--- src/rtl/hazard_pkg.sv ---
// Shared definitions for the pipeline hazard controller:
// the state encoding and the default conditional-branch opcode.
package hazard_pkg;

  localparam logic [1:0] ST_IDLE       = 2'd0;
  localparam logic [1:0] ST_LOAD_STALL = 2'd1;
  localparam logic [1:0] ST_FLUSH      = 2'd2;
  localparam logic [1:0] ST_MEM_WAIT   = 2'd3;

  localparam logic [3:0] BRANCH_OP_DEF = 4'b1011;

  localparam int CNT_W = 4;

  typedef enum logic [1:0] {
    S_IDLE       = ST_IDLE,
    S_LOAD_STALL = ST_LOAD_STALL,
    S_FLUSH      = ST_FLUSH,
    S_MEM_WAIT   = ST_MEM_WAIT
  } state_e;

endpackage

--- src/rtl/sat_counter.sv ---
// Saturating up-counter: counts cycles with inc=1, holds at all-ones.
// Ports: clock, reset (async, active-high), inc, count[W-1:0].
module sat_counter #(
  parameter int W = 16
) (
  input  logic         clock,
  input  logic         reset,
  input  logic         inc,
  output logic [W-1:0] count
);

  logic [W-1:0] count_q;
  logic [W-1:0] count_d;

  always_comb begin
    count_d = count_q;
    if (inc && (count_q != '1)) begin
      count_d = count_q + 1'b1;
    end
  end

  always_ff @(posedge clock or posedge reset) begin
    if (reset) begin
      count_q <= '0;
    end else begin
      count_q <= count_d;
    end
  end

  assign count = count_q;

endmodule

--- src/rtl/pipeline_hazard_controller.sv ---
// Hazard controller: Moore FSM producing stall/bubble/flush/freeze.
// Ports: clock, reset, ID/EX hazard inputs, mem_busy; control outs,
// state_dbg and a saturating stall-cycle counter stall_count.
module pipeline_hazard_controller
  import hazard_pkg::*;
#(
  parameter int REG_ADDR_W = 4,
  parameter int OPCODE_W = 4,
  parameter logic [OPCODE_W-1:0] BRANCH_OP =
    OPCODE_W'(BRANCH_OP_DEF),
  parameter int FLUSH_DEPTH = 2,
  parameter int LOAD_STALL_CYCLES = 1,
  parameter int STALL_CNT_W = 16
) (
  input  logic                   clock,
  input  logic                   reset,
  input  logic [REG_ADDR_W-1:0]  id_rs1,
  input  logic [REG_ADDR_W-1:0]  id_rs2,
  input  logic                   id_uses_rs2,
  input  logic                   ex_memread,
  input  logic [REG_ADDR_W-1:0]  ex_rd,
  input  logic [OPCODE_W-1:0]    ex_opcode,
  input  logic                   ex_zero,
  input  logic                   mem_busy,
  output logic                   stall,
  output logic                   bubble,
  output logic                   flush,
  output logic                   freeze,
  output logic [1:0]             state_dbg,
  output logic [STALL_CNT_W-1:0] stall_count
);

  if (FLUSH_DEPTH < 1 || FLUSH_DEPTH > 15) begin : g_bad_fd
    $error("FLUSH_DEPTH out of range 1..15");
  end
  if (LOAD_STALL_CYCLES < 1 ||
      LOAD_STALL_CYCLES > 15) begin : g_bad_lsc
    $error("LOAD_STALL_CYCLES out of range 1..15");
  end

  localparam logic [CNT_W-1:0] FD_RELOAD =
    CNT_W'(FLUSH_DEPTH - 1);
  localparam logic [CNT_W-1:0] LS_RELOAD =
    CNT_W'(LOAD_STALL_CYCLES - 1);

  state_e           state_q, state_d;
  logic [CNT_W-1:0] cnt_q, cnt_d;
  logic             taken;
  logic             hazard;
  logic             rs1_hit;
  logic             rs2_hit;

  assign taken = (ex_opcode == BRANCH_OP) && !ex_zero;

  assign rs1_hit = (ex_rd == id_rs1);
  assign rs2_hit = id_uses_rs2 && (ex_rd == id_rs2);
  assign hazard  = ex_memread && (ex_rd != '0) &&
                   (rs1_hit || rs2_hit);

  always_comb begin
    state_d = state_q;
    cnt_d   = cnt_q;
    unique case (state_q)
      S_IDLE, S_LOAD_STALL: begin
        // A new event preempts a running load stall.
        if (mem_busy) begin
          state_d = S_MEM_WAIT;
          cnt_d   = '0;
        end else if (taken) begin
          state_d = S_FLUSH;
          cnt_d   = FD_RELOAD;
        end else if (hazard) begin
          state_d = S_LOAD_STALL;
          cnt_d   = LS_RELOAD;
        end else if (state_q == S_LOAD_STALL) begin
          if (cnt_q == '0) begin
            state_d = S_IDLE;
          end else begin
            cnt_d = cnt_q - 1'b1;
          end
        end
      end
      S_FLUSH: begin
        if (cnt_q != '0) begin
          cnt_d = cnt_q - 1'b1;
        end else if (mem_busy) begin
          state_d = S_MEM_WAIT;
        end else begin
          state_d = S_IDLE;
        end
      end
      S_MEM_WAIT: begin
        if (!mem_busy) begin
          state_d = S_IDLE;
        end
      end
      default: begin
        state_d = S_IDLE;
        cnt_d   = '0;
      end
    endcase
  end

  always_ff @(posedge clock or posedge reset) begin
    if (reset) begin
      state_q <= S_IDLE;
      cnt_q   <= '0;
    end else begin
      state_q <= state_d;
      cnt_q   <= cnt_d;
    end
  end

  assign stall = (state_q == S_LOAD_STALL) ||
                 (state_q == S_MEM_WAIT);
  assign bubble    = (state_q == S_LOAD_STALL);
  assign flush     = (state_q == S_FLUSH);
  assign freeze    = (state_q == S_MEM_WAIT);
  assign state_dbg = state_q;

  sat_counter #(
    .W(STALL_CNT_W)
  ) u_stall_cnt (
    .clock(clock),
    .reset(reset),
    .inc  (stall),
    .count(stall_count)
  );

endmodule

--- config.mk ---
export PLATFORM = sky130hd
export DESIGN_NAME = pipeline_hazard_controller
export DESIGN_NICKNAME = d
export VERILOG_FILES = /design/src/rtl/hazard_pkg.sv /design/src/rtl/sat_counter.sv /design/src/rtl/pipeline_hazard_controller.sv
export SDC_FILE = /design/constraint.sdc
export NUM_CORES = 1
export LEC_CHECK = 0
export ABC_AREA = 1
export CORE_MARGIN = 5
export CORE_UTILIZATION = 46
export CTS_CLUSTER_DIAMETER = 60
export CTS_CLUSTER_SIZE = 10
export DETAILED_ROUTE_END_ITERATION = 16
export PLACE_DENSITY = 0.9
export SYNTH_ARGS = -nofsm -noshare
export SYNTH_HDL_FRONTEND = slang
export SYNTH_SLANG_ARGS = --single-unit
export TNS_END_PERCENT = 1
--- constraint.sdc ---
create_clock -name clock -period 2.1 [get_ports clock]
set_clock_uncertainty 0.15 [all_clocks]
set_input_delay 0.42 -clock clock [delete_from_list [all_inputs] [get_ports clock]]
set_output_delay 0.42 -clock clock [all_outputs]
set_load 0.05 [all_outputs]
==> reports/qor.log <==
[run_status] run status complete, no violations
[clock_network] hold buffer count at CTS 0
[final_layout] antenna cells 0
[placed_design] Post-Place Cells 263
[worst_setup_path] delay of the slowest critical-path stage 0.66 ns
[sta] relative slew slack 66.5%
[yosys] cell area after synthesis 1390 sq um
[global_route] number of global-route vias before repair 1269
[sta] post-route clock period utilization 94.8%
[yosys] Async SR Flop Fraction 100%
[final_layout] cell area after layout 1910 sq um
[yosys] total number of yosys warnings 0
[final_layout] number of nets in the finished design 259
[job] maxcap violations 0
[sta] final-report setup violation count 0
[global_route] initial antenna violation count 0
[die] initial cell density of the core 46.5%
[clock_network] clock tree buffer depth 2
[worst_setup_path] cell with the largest stage delay on the worst path sky130_fd_sc_hd__dfrtp_1
[clock_network] Root Driver sky130_fd_sc_hd__clkbuf_4
[die] chip width 64.9 um
[sta] Hold Vio Cnt, Final 0
[clock_network] CTS H-Tree Depth 1
[placed_design] worst setup slack after placement 0.0190 ns
[worst_setup_path] Critical Path, Cell by Cell inv_1 -> nor2_2 -> buf_12
[power] post-layout power 2.23 mW
[yosys] leading cell types by count after synthesis sky130_fd_sc_hd__nand2_1, sky130_fd_sc_hd__inv_1, sky130_fd_sc_hd__dfrtp_1
[yosys] post-synthesis compound-gate area fraction 5.96%
[power] Pwr per Cell Area 1170 nW/um^2
[sta] Worst Max-Slew Pin Slew 0.502 ns
[global_route] GRT Overall Usage 16.9%
[sta] worst hold slack after final layout 0.290 ns
[routing] wire length reported by the detailed router 3280 um
[final_layout] Layout Utilization 64.0%
[final_layout] post-synthesis to final-layout area growth 37.6%
[worst_setup_path] Crit Path Category register to output pin
[die] number of placement rows 20
[routing] number of DRC markers after the initial detailed-route iteration 59
[clock_network] CTS buffer count 3
[sta] final number of max-transition violations 0
[power] portion of total power attributed to combinational logic 60.3%
[yosys] main combinational cell family by area after synthesis simple AND/OR/NAND/NOR gates
[worst_setup_path] type of element capturing the critical path output pin
[clock_network] post-CTS clock slew at the launch and capture registers of the worst setup and hold paths 0.12 ns
[clock_network] clock latency on the worst-skew pair 0.30 ns
[yosys] number of library cell types mapped by synthesis 27
[yosys] synthesized area per cell 7.41 sq um
[die] die area 4210 sq um
[power] switching share of power 50.0%
[sta] highest achievable clock rate 502 MHz
[yosys] post-synthesis simple-gate area fraction 33.5%
[sta] setup_tns 0 ns
[yosys] top area cells in the synthesized netlist sky130_fd_sc_hd__dfrtp_1, sky130_fd_sc_hd__nand2_1, sky130_fd_sc_hd__inv_1
[die] Std-Cell Core Area 2980 sq um
[placed_design] HPWL Detailed 2630 um
[worst_setup_path] crit path launch type register
[power] switching power summed over all nets 1.11 mW
[yosys] number of enable-type register cells in the synthesized netlist 0
[yosys] most used flip-flop cell after synthesis sky130_fd_sc_hd__dfrtp_1
[yosys] total nets after synthesis 211
[worst_setup_path] endpoint required time on the critical path 1.53 ns
[yosys] share of synthesized cell area in full adder, half adder and majority cells 1.81%
[yosys] register bit total from synthesis 22
[clock_network] number of buffers added for setup after CTS 0
[clock_network] CTS tree done
[placed_design] placed cell area 1880 sq um
[yosys] sequential element share of the synthesized area 39.7%
[yosys] proportion of synthesized area in mux cells 0%
[sta] time the worst path needs with I/O delays and setup 1.99 ns
[yosys] top-count cell post-synth sky130_fd_sc_hd__nand2_1
[final_layout] final cell count without fillers 266
[global_route] remaining global-route overflow 0
[power] portion of total power attributed to the clock network 8.6%
[routing] DRC violations left 0
[global_route] maximum number of pins on one net before global-route repair 23
[final_layout] layout cells sized above 1 17.6%
[placed_design] quantity of I/O buffers inserted on ports 43
[yosys] synthesized netlist cell count 187
[worst_setup_path] worst-path fanout max 8
[yosys] xor-xnor portion of the synthesized cell area 11.4%
[global_route] global-route wire length before repair 5710 um
[routing] First-pass DRT Iterations 4
[die] I/O pins 44
[worst_setup_path] data arrival time of the worst path 1.42 ns
[power] leakage power 0.972 nW
[routing] vias after detailed routing 1373
[routing] routed length per placed instance 12.3 um
[sta] post-route setup slack 0.110 ns
[placed_design] routability congestion estimate from global placement 0.819
[yosys] leading area contributor after synthesis sky130_fd_sc_hd__dfrtp_1
[power] cell internal power dissipation 1.11 mW
[yosys] share of the synthesized area in the top cell type 39.7%
[power] worst vdd ir 0.00108 V
[min_path] type of the worst min-delay path input port to async pin
[clock_network] sink count of the clock tree 22
[routing] final antenna-violating net count 0
[sta] RSZ-0062 raised after global routing false
[die] Chip Height 64.9 um
[routing] ratio of routed vias to standard cells 5.16
[power] fraction of power consumed by sequential logic 31.1%
## state kept, by name (all words and copies together), names as in the netlist
name / flops
cnt_q: 4
state_dbg: 2
u_stall_cnt.count: 16
## cells in the final DEF, fill, tap and decap left out
cell type and instances:
sky130_fd_sc_hd__a21oi_1 3, sky130_fd_sc_hd__clkdlybuf4s50_1 21, sky130_fd_sc_hd__nor3_2 1, sky130_fd_sc_hd__xnor2_1 8, sky130_fd_sc_hd__nor3b_1 1, sky130_fd_sc_hd__dfrtp_1 22
sky130_fd_sc_hd__dlymetal6s2s_1 1, sky130_fd_sc_hd__xor2_1 10, sky130_fd_sc_hd__nand3_1 8, sky130_fd_sc_hd__nor4_2 1, sky130_fd_sc_hd__inv_1 25, sky130_fd_sc_hd__o21ai_0 6
sky130_fd_sc_hd__nand4_1 2, sky130_fd_sc_hd__clkbuf_4 3, sky130_fd_sc_hd__o21a_1 1, sky130_fd_sc_hd__nand2_1 59, sky130_fd_sc_hd__nand4_2 1, sky130_fd_sc_hd__buf_4 17
sky130_fd_sc_hd__nand2_4 1, sky130_fd_sc_hd__nor3_1 5, sky130_fd_sc_hd__ha_1 2, sky130_fd_sc_hd__nand3b_1 1, sky130_fd_sc_hd__nor2_2 4, sky130_fd_sc_hd__o21ai_1 1
sky130_fd_sc_hd__buf_12 5, sky130_fd_sc_hd__inv_2 2, sky130_fd_sc_hd__nor2_4 1, sky130_fd_sc_hd__a21boi_2 1, sky130_fd_sc_hd__nor2_1 14, sky130_fd_sc_hd__a22oi_1 1
sky130_fd_sc_hd__nand2_2 4, sky130_fd_sc_hd__a31oi_1 1
## cell families (layout without fill, tap and decap cells)
family                     count (synthesis)  count (layout)
AOI/OAI and AO/OA                         14              14
and+or+nand+nor                          103             103
adders and majority gates                  2               2
buffers and inverters                     28              74
DFF                                       22              22
xor gates and xnor gates                  18              18
## worst max-delay path, delay by kind of cell (launching register included)
kind                   cells  cell delay (ns)
DFF                        1             0.66
buffers and inverters      2             0.28
and+or+nand+nor            1             0.17
## final timing paths
kind,start,endpoint,slack [ns],cells past startpoint
worst min register to register,u_stall_cnt.count[3]$_DFFE_PP0P_,u_stall_cnt.count[3]$_DFFE_PP0P_,0.36,1
worst max-delay path,state_dbg[0]$_DFFE_PP0P_,bubble,0.11,3
worst max register to register,u_stall_cnt.count[0]$_DFFE_PP0P_,u_stall_cnt.count[6]$_DFFE_PP0P_,0.18,9
min in group clock,u_stall_cnt.count[3]$_DFFE_PP0P_,u_stall_cnt.count[3]$_DFFE_PP0P_,0.36,1
worst min-delay path,reset,state_dbg[0]$_DFFE_PP0P_,0.29,3
max in group asynchronous,reset,u_stall_cnt.count[14]$_DFFE_PP0P_,1.29,3
## cell type report
type,instances,area [sq um]
Clock buffer,3,22.5
Fill cell,236,1070
Inverter,27,101
Multi-Input combinational cell,137,739
Sequential cell,22,551
Tap cell,33,41.3
Timing Repair Buffer,44,450
## routing by layer
layer	up-vias	global-route usage [%]	wire length (um)
met5	-	0	0
met4	0	5.01	65
met3	10	3.29	149
met2	44	28.4	1660
met1	636	22.0	1410
li1	683	-	-
## repair_timing
action,in CTS,in global routing
gates resized for setup,0,1
endpoints found under the setup margin,0,1
hold endpoints to repair,0,0
## power groups by stage
stage                     Sequential, mW  Clock [mW]  Combinational, mW
after floorplan                    0.916           0              0.641
after global placement             0.697           0               1.31
after detailed placement           0.700           0               1.34
after CTS                          0.693       0.192               1.35
after global routing               0.720       0.211               1.46
final                              0.694       0.191               1.34
Power figures use the tool's default switching activity.
